<file path="config.mk">
export PLATFORM = sky130hd
export DESIGN_NAME = ps2_frame_receiver
export DESIGN_NICKNAME = d
export VERILOG_FILES = /design/src/rtl/ps2_pkg.sv /design/src/rtl/ps2_odd_parity.sv /design/src/rtl/ps2_frame_receiver.sv
export SDC_FILE = /design/constraint.sdc
export NUM_CORES = 1
export LEC_CHECK = 0
export ABC_AREA = 1
export BUFFER_PORTS_ARGS = -buffer_cell sky130_fd_sc_hd__buf_2
export CAP_MARGIN = 20
export CORE_MARGIN = 10
export CORE_UTILIZATION = 35
export CTS_CLUSTER_SIZE = 28
export DETAILED_ROUTE_END_ITERATION = 10
export GPL_TIMING_DRIVEN = 1
export HOLD_SLACK_MARGIN = 0.1
export PLACE_DENSITY = 0.52
export SLEW_MARGIN = 20
export SYNTH_ARGS = -nofsm -noshare
export SYNTH_HDL_FRONTEND = slang
export SYNTH_HIERARCHICAL = 1
export SYNTH_SLANG_ARGS = --single-unit
</file>
<file path="constraint.sdc">
create_clock -name clk -period 1.74 [get_ports clk]
set_clock_uncertainty 0.15 [all_clocks]
set_input_delay 0.348 -clock clk [delete_from_list [all_inputs] [get_ports clk]]
set_output_delay 0.348 -clock clk [all_outputs]
set_load 0.005 [all_outputs]
</file>
<file path="src/rtl/ps2_pkg.sv">
`default_nettype none
// ============================================================================
// Module   : ps2_pkg
// Brief    : Shared frame constants, FSM state encoding and parity helper
//            for the PS/2 scan-code receiver.
// Revision : 1.0
// ============================================================================
package ps2_pkg;

  localparam int   FRAME_DATA_BITS = 8;
  localparam logic ODD_PARITY      = 1'b1;

  typedef enum logic [1:0] {
    IDLE   = 2'd0,
    DATA   = 2'd1,
    PARITY = 2'd2,
    STOP   = 2'd3
  } ps2State_e;

  // True when the data bits together with the parity bit hold an odd count of ones.
  function automatic logic oddParityOk(input logic [FRAME_DATA_BITS-1:0] data,
                                       input logic parityBit);
    return ((^data) ^ parityBit) == ODD_PARITY;
  endfunction

endpackage
`default_nettype wire

</file>
<file path="src/rtl/ps2_odd_parity.sv">
`default_nettype none
// ============================================================================
// Module   : ps2_odd_parity
// Brief    : Combinational odd-parity checker for one received scan code.
// Revision : 1.0
// ============================================================================
module ps2_odd_parity
  import ps2_pkg::*;
(
  input  logic [FRAME_DATA_BITS-1:0] data,
  input  logic                       parityBit,
  output logic                       parityOk
);

  assign parityOk = oddParityOk(data, parityBit);

endmodule
`default_nettype wire

</file>
<file path="src/rtl/ps2_frame_receiver.sv">
`default_nettype none
// ============================================================================
// Module   : ps2_frame_receiver
// Brief    : Synchronises the PS/2 pins, shifts in 11-bit frames, checks odd
//            parity and presents scan codes in a one-entry valid/ready register.
// Revision : 1.0
// ============================================================================
module ps2_frame_receiver
  import ps2_pkg::*;
#(
  parameter int TIMEOUT_CYCLES = 5000,
  parameter int SYNC_STAGES    = 2
) (
  input  logic       clk,
  input  logic       rst_n,
  input  logic       ps2Clk,
  input  logic       ps2Data,
  output logic [7:0] scanCode,
  output logic       scanValid,
  input  logic       scanReady,
  output logic       parityErr,
  output logic       frameErr,
  output logic       overrun,
  output logic       busy
);

  localparam logic [1:0] c_IDLE   = IDLE;
  localparam logic [1:0] c_DATA   = DATA;
  localparam logic [1:0] c_PARITY = PARITY;
  localparam logic [1:0] c_STOP   = STOP;

  localparam int                c_TO_W     = $clog2(TIMEOUT_CYCLES);
  localparam logic [c_TO_W-1:0] c_TO_LAST  = c_TO_W'(TIMEOUT_CYCLES - 1);
  localparam int                c_BIT_W    = $clog2(FRAME_DATA_BITS);
  localparam logic [c_BIT_W-1:0] c_BIT_LAST = c_BIT_W'(FRAME_DATA_BITS - 1);

  logic [SYNC_STAGES-1:0]     r_clkSync;
  logic [SYNC_STAGES-1:0]     r_dataSync;
  logic                       r_clkPrev;
  logic [1:0]                 r_state;
  logic [c_BIT_W-1:0]         r_bitCnt;
  logic [c_TO_W-1:0]          r_toCnt;
  logic [FRAME_DATA_BITS-1:0] r_shiftReg;
  logic                       r_parityBit;
  logic [7:0]                 r_scanCode;
  logic                       r_scanValid;
  logic                       r_parityErr;
  logic                       r_frameErr;
  logic                       r_overrun;

  logic w_clkCur;
  logic w_data;
  logic w_event;
  logic w_timeout;
  logic w_stopEval;
  logic w_parityOk;
  logic w_load;

  assign w_clkCur  = r_clkSync[SYNC_STAGES-1];
  assign w_data    = r_dataSync[SYNC_STAGES-1];
  assign w_event   = r_clkPrev & ~w_clkCur;
  // A falling edge that coincides with the timeout still aborts the frame.
  assign w_timeout  = (r_state != c_IDLE) && (r_toCnt == c_TO_LAST);
  assign w_stopEval = w_event && !w_timeout && (r_state == c_STOP);
  assign w_load     = w_stopEval && w_data && w_parityOk && (!r_scanValid || scanReady);

  ps2_odd_parity u_parity (
    .data      (r_shiftReg),
    .parityBit (r_parityBit),
    .parityOk  (w_parityOk)
  );

  // Sync flops idle high so that reset itself never looks like a falling edge.
  always_ff @(posedge clk) begin
    if (!rst_n) begin
      r_clkSync  <= '1;
      r_dataSync <= '1;
      r_clkPrev  <= 1'b1;
    end else begin
      r_clkSync  <= {r_clkSync[SYNC_STAGES-2:0], ps2Clk};
      r_dataSync <= {r_dataSync[SYNC_STAGES-2:0], ps2Data};
      r_clkPrev  <= w_clkCur;
    end
  end

  always_ff @(posedge clk) begin
    if (!rst_n) begin
      r_toCnt <= '0;
    end else if ((r_state == c_IDLE) || w_event) begin
      r_toCnt <= '0;
    end else begin
      r_toCnt <= r_toCnt + c_TO_W'(1);
    end
  end

  always_ff @(posedge clk) begin
    if (!rst_n) begin
      r_state     <= c_IDLE;
      r_bitCnt    <= '0;
      r_shiftReg  <= '0;
      r_parityBit <= 1'b0;
      r_parityErr <= 1'b0;
      r_frameErr  <= 1'b0;
      r_overrun   <= 1'b0;
    end else begin
      r_parityErr <= 1'b0;
      r_frameErr  <= 1'b0;
      r_overrun   <= 1'b0;
      if (w_timeout) begin
        r_state    <= c_IDLE;
        r_frameErr <= 1'b1;
      end else if (w_event) begin
        case (r_state)
          c_IDLE: begin
            if (!w_data) begin
              r_state  <= c_DATA;
              r_bitCnt <= '0;
            end
          end
          c_DATA: begin
            r_shiftReg <= {w_data, r_shiftReg[FRAME_DATA_BITS-1:1]};
            r_bitCnt   <= r_bitCnt + c_BIT_W'(1);
            if (r_bitCnt == c_BIT_LAST) begin
              r_state <= c_PARITY;
            end
          end
          c_PARITY: begin
            r_parityBit <= w_data;
            r_state     <= c_STOP;
          end
          c_STOP: begin
            r_state <= c_IDLE;
            if (!w_data) begin
              r_frameErr <= 1'b1;
            end else if (!w_parityOk) begin
              r_parityErr <= 1'b1;
            end else if (r_scanValid && !scanReady) begin
              r_overrun <= 1'b1;
            end
          end
          default: r_state <= c_IDLE;
        endcase
      end
    end
  end

  // A load in the same cycle as a handshake keeps the register full.
  always_ff @(posedge clk) begin
    if (!rst_n) begin
      r_scanCode  <= 8'h00;
      r_scanValid <= 1'b0;
    end else if (w_load) begin
      r_scanCode  <= r_shiftReg;
      r_scanValid <= 1'b1;
    end else if (r_scanValid && scanReady) begin
      r_scanValid <= 1'b0;
    end
  end

  assign scanCode  = r_scanCode;
  assign scanValid = r_scanValid;
  assign parityErr = r_parityErr;
  assign frameErr  = r_frameErr;
  assign overrun   = r_overrun;
  assign busy      = (r_state != c_IDLE);

endmodule
`default_nettype wire

</file>
==> impl_metrics.env <==
export IMPL_start_util=0.367
export IMPL_place_ws_ns=-0.0981
export IMPL_grt_max_degree=18
export IMPL_grt_ovfl_total=0
export IMPL_dr_first_iter_drc_count=99
export IMPL_ant_nets=0
export IMPL_rows=27
export IMPL_yosysTopAreaCell="dfxtp_1"
export IMPL_rr_worst_depth=16
export IMPL_path_max_fanout=5
export IMPL_drv_cap=0
export IMPL_worstSetupPathType="register to register"
export IMPL_avgViaCountPerCell=4.49
export IMPL_grt_usage=0.102
export IMPL_fp_dieW_um=97.0
export IMPL_design_area_mm2=0.00274
export IMPL_clk_latency_ns=0.30
export IMPL_vdd_drop_max_mv=0.398
export IMPL_grt_pass1_vias=1697
export IMPL_cellPowerDensity_mw_per_mm2=676
export IMPL_synth_flop_cell="dfxtp_1"
export IMPL_wl_per_cell_um=11.3
export IMPL_hp_start="r_clkSync[0]"
export IMPL_place_area_mm2=0.00243
export IMPL_syn_inst=284
export IMPL_ctsRootBufferMaster="clkbuf_8"
export IMPL_layout_drive_gt1_share=0.343
export IMPL_hold_class="register to register"
export IMPL_core_area_mm2=0.00564
export IMPL_fp_dieH_um=97.0
export IMPL_holdPathEnd="r_clkSync[1]"
export IMPL_antenna_found_initial=0
export IMPL_post_route_min_period_ns=1.85
export IMPL_dr_pass1_iters=4
export IMPL_ys_seq_elements=44
export IMPL_r2r_end="scanCode[5]"
export IMPL_pwr_share_comb=0.028
export IMPL_die_area_mm2=0.00940
export IMPL_timing_slew_headroom=0.759
export IMPL_hold_violations=0
export IMPL_p_clk_frac=0.428
export IMPL_reg2reg_slack_ns=-0.11
export IMPL_swShare=0.216
export IMPL_synth_edff_count=0
export IMPL_p_int_mw=1.45
export IMPL_utilization=0.485
export IMPL_outcome="finished with violations"
export IMPL_avgSynthCellArea_um2=7.30
export IMPL_grt_pass1_wl_um=8160
export IMPL_ys_seq_area_frac=0.425
export IMPL_netSwitchingPower_uw=400
export IMPL_r2r_start="r_shiftReg[0]"
export IMPL_io_pins=18
export IMPL_finalCritPeriodShare=1.06
export IMPL_clkSinkCount=44
export IMPL_tightest_slew_ns=0.359
export IMPL_violations="negative setup slack"
export IMPL_drt_total_wl_um=4670
export IMPL_max_freq_mhz=541
export IMPL_cp_data_required_time_ns=1.83
export IMPL_worst_slack_ns=-0.108
export IMPL_hpwl_um=3150
export IMPL_cts_tree="done"
export IMPL_crit_arrival_ns=1.93
export IMPL_path_clk_slew_ns=0.09
export IMPL_num_vias=1854
export IMPL_drc=0
export IMPL_nets=353
export IMPL_end_kind="register"
export IMPL_start_kind="register"
export IMPL_io_buffers=17
export IMPL_clk_path_buf_depth=2
export IMPL_slew_viol_final=0
export IMPL_yosysUniqueCellTypes=29
export IMPL_seqPwrFrac=0.544
export IMPL_worstHoldPathCells=1
export IMPL_area_growth_pct=32.1
export IMPL_cts_buffers=5
export IMPL_htreeDepth=2
export IMPL_synth_nets=297
export IMPL_syn_cell_area_mm2=0.00207
export IMPL_setup_violations=9
export IMPL_rsz0062_at_grt="yes"
export IMPL_place_gp_congestion=0.749
export IMPL_synthArstFlopShare=0
export IMPL_diodes=0
export IMPL_yosys_warnings=6
export IMPL_synthTopCellsByArea="dfxtp_1 (42%), nand2_1 (13%), inv_1 (6.3%), nor2_1 (6.0%), a21oi_1 (5.3%)"
export IMPL_leakage_nw=1.23
export IMPL_power_mw=1.85
export IMPL_yosys_area_top_type_share=0.425
-- synth_stat cells (all sizes together), types with 3 or more instances --
cell / count
nand2: 81
dfxtp: 44
inv: 39
nor2: 37
a21oi: 22
nand3: 13
nand4: 11
ha: 8
nor3: 6
o21ai: 5
buf: 4
or2: 4
nor3b: 3
-- flip-flops by register name (all words and copies together), names as in the netlist --
name,count
scanCode,8
r_parityBit,1
scanValid,1
r_toCnt,13
r_clkPrev,1
r_shiftReg,8
frameErr,1
r_bitCnt,3
r_state,2
parityErr,1
overrun,1
r_clkSync,2
r_dataSync,2
-- per-layer routing --
metal | wire (µm) | track usage | share of wire | up-vias
met1 | 2430 | 0.138 | 0.52 | 804
met2 | 1960 | 0.147 | 0.42 | 30
met4 | 63 | 0.0338 | 0.013 | 0
met5 | 0 | 0 | 0 | -
met3 | 212 | 0.0305 | 0.045 | 6
li1 | - | - | - | 1014
-- power groups by stage --
stage,Clock [mW],Sequential (mW),Combinational (mW)
after floorplan,0,1.04,0.0258
after global placement,0,1.04,0.0464
after detailed placement,0,1.04,0.0467
after CTS,0.823,1.01,0.0506
after global routing,0.862,1.01,0.0579
final,0.792,1.01,0.0516
-- area by class of cell --
| type | instances | area (µm²) |
|---|---|---|
| multi-input cells | 197 | 1110 |
| flip-flops and latches | 44 | 905 |
| clock buffers | 6 | 72.6 |
| well taps | 72 | 90.1 |
| fillers | 559 | 2900 |
| clock inverters | 2 | 35.0 |
| repair buffers | 53 | 384 |
| inverters | 39 | 146 |
-- repair_timing --
action | 4_1_cts | 5_1_grt
pin swaps | 3 | 4
gates cloned | 2 | 0
endpoints found under the setup margin | 9 | 29
gates resized for setup | 9 | 29
buffers inserted | 4 | 3
endpoints found under the hold margin | 2 | 0
hold buffers | 2 | 0
-- worst max-delay path, stage by stage, from the launching register on --
cell     delay, ns
dfxtp_4       0.37
inv_2         0.03
nand2_2       0.08
nand2_2       0.05
nand2_2       0.07
nand2_2       0.06
nand2_2       0.06
nand2_1       0.05
nand2_1       0.05
nand2_1       0.06
inv_2         0.06
nor3b_4       0.19
buf_6         0.16
nand3_4       0.11
nand2_1       0.11
nand2_1       0.05
nor2_1        0.08
-- placed cells by master, fill, tap and decap left out, drive strengths merged, types with 2 or more instances in the layout --
cell	synthesis	layout
clkbuf	2	6
nor3b	3	3
nor2	37	37
or2	4	4
ha	8	8
nand2	81	81
a21oi	22	22
nand4	11	11
buf	4	51
dfxtp	44	44
o21ai	5	5
dlygate4sd3	0	2
nor4	2	2
nand3	13	15
xor2	2	2
inv	39	39
nor3	6	6
-- kinds of logic (layout without fill, tap and decap cells) --
group           Yosys count  count (layout)  share of synthesized area
flops                    44              44                      0.425
xor+xnor                  2               2                    0.00845
buf+inv                  45             100                     0.0875
compound gates           28              28                     0.0688
fa+ha+maj                 8               8                     0.0483
simple gates            157             159                      0.362
-- worst max-delay path by stage --
| stage | from | end | slack [ns] |
|---|---|---|---|
| floorplan | r_shiftReg[0] | scanCode[7] | 0.001 |
| global placement | r_shiftReg[0] | scanCode[7] | -0.04 |
| detailed placement | r_shiftReg[0] | scanCode[7] | -0.1 |
| CTS | r_shiftReg[0] | scanCode[2] | -0.06 |
| global route | r_shiftReg[0] | scanCode[6] | -0.25 |
| finish | r_shiftReg[0] | scanCode[5] | -0.11 |
-- stage by stage --
| stage | cells | hold slack (ns) | setup TNS (ns) |
|---|---|---|---|
| 6_report | 413 | 0.260 | -0.808 |
| 5_1_grt | 413 | 0.280 | -2.12 |
| 4_1_cts | 410 | 0.267 | -0.456 |
| 3_5_place_dp | 394 | 0.252 | -0.607 |
| 3_3_place_gp | 394 | 0.244 | -0.215 |
| 2_1_floorplan | 284 | 0.243 | 0 |
(Power assumes the default switching activity.)
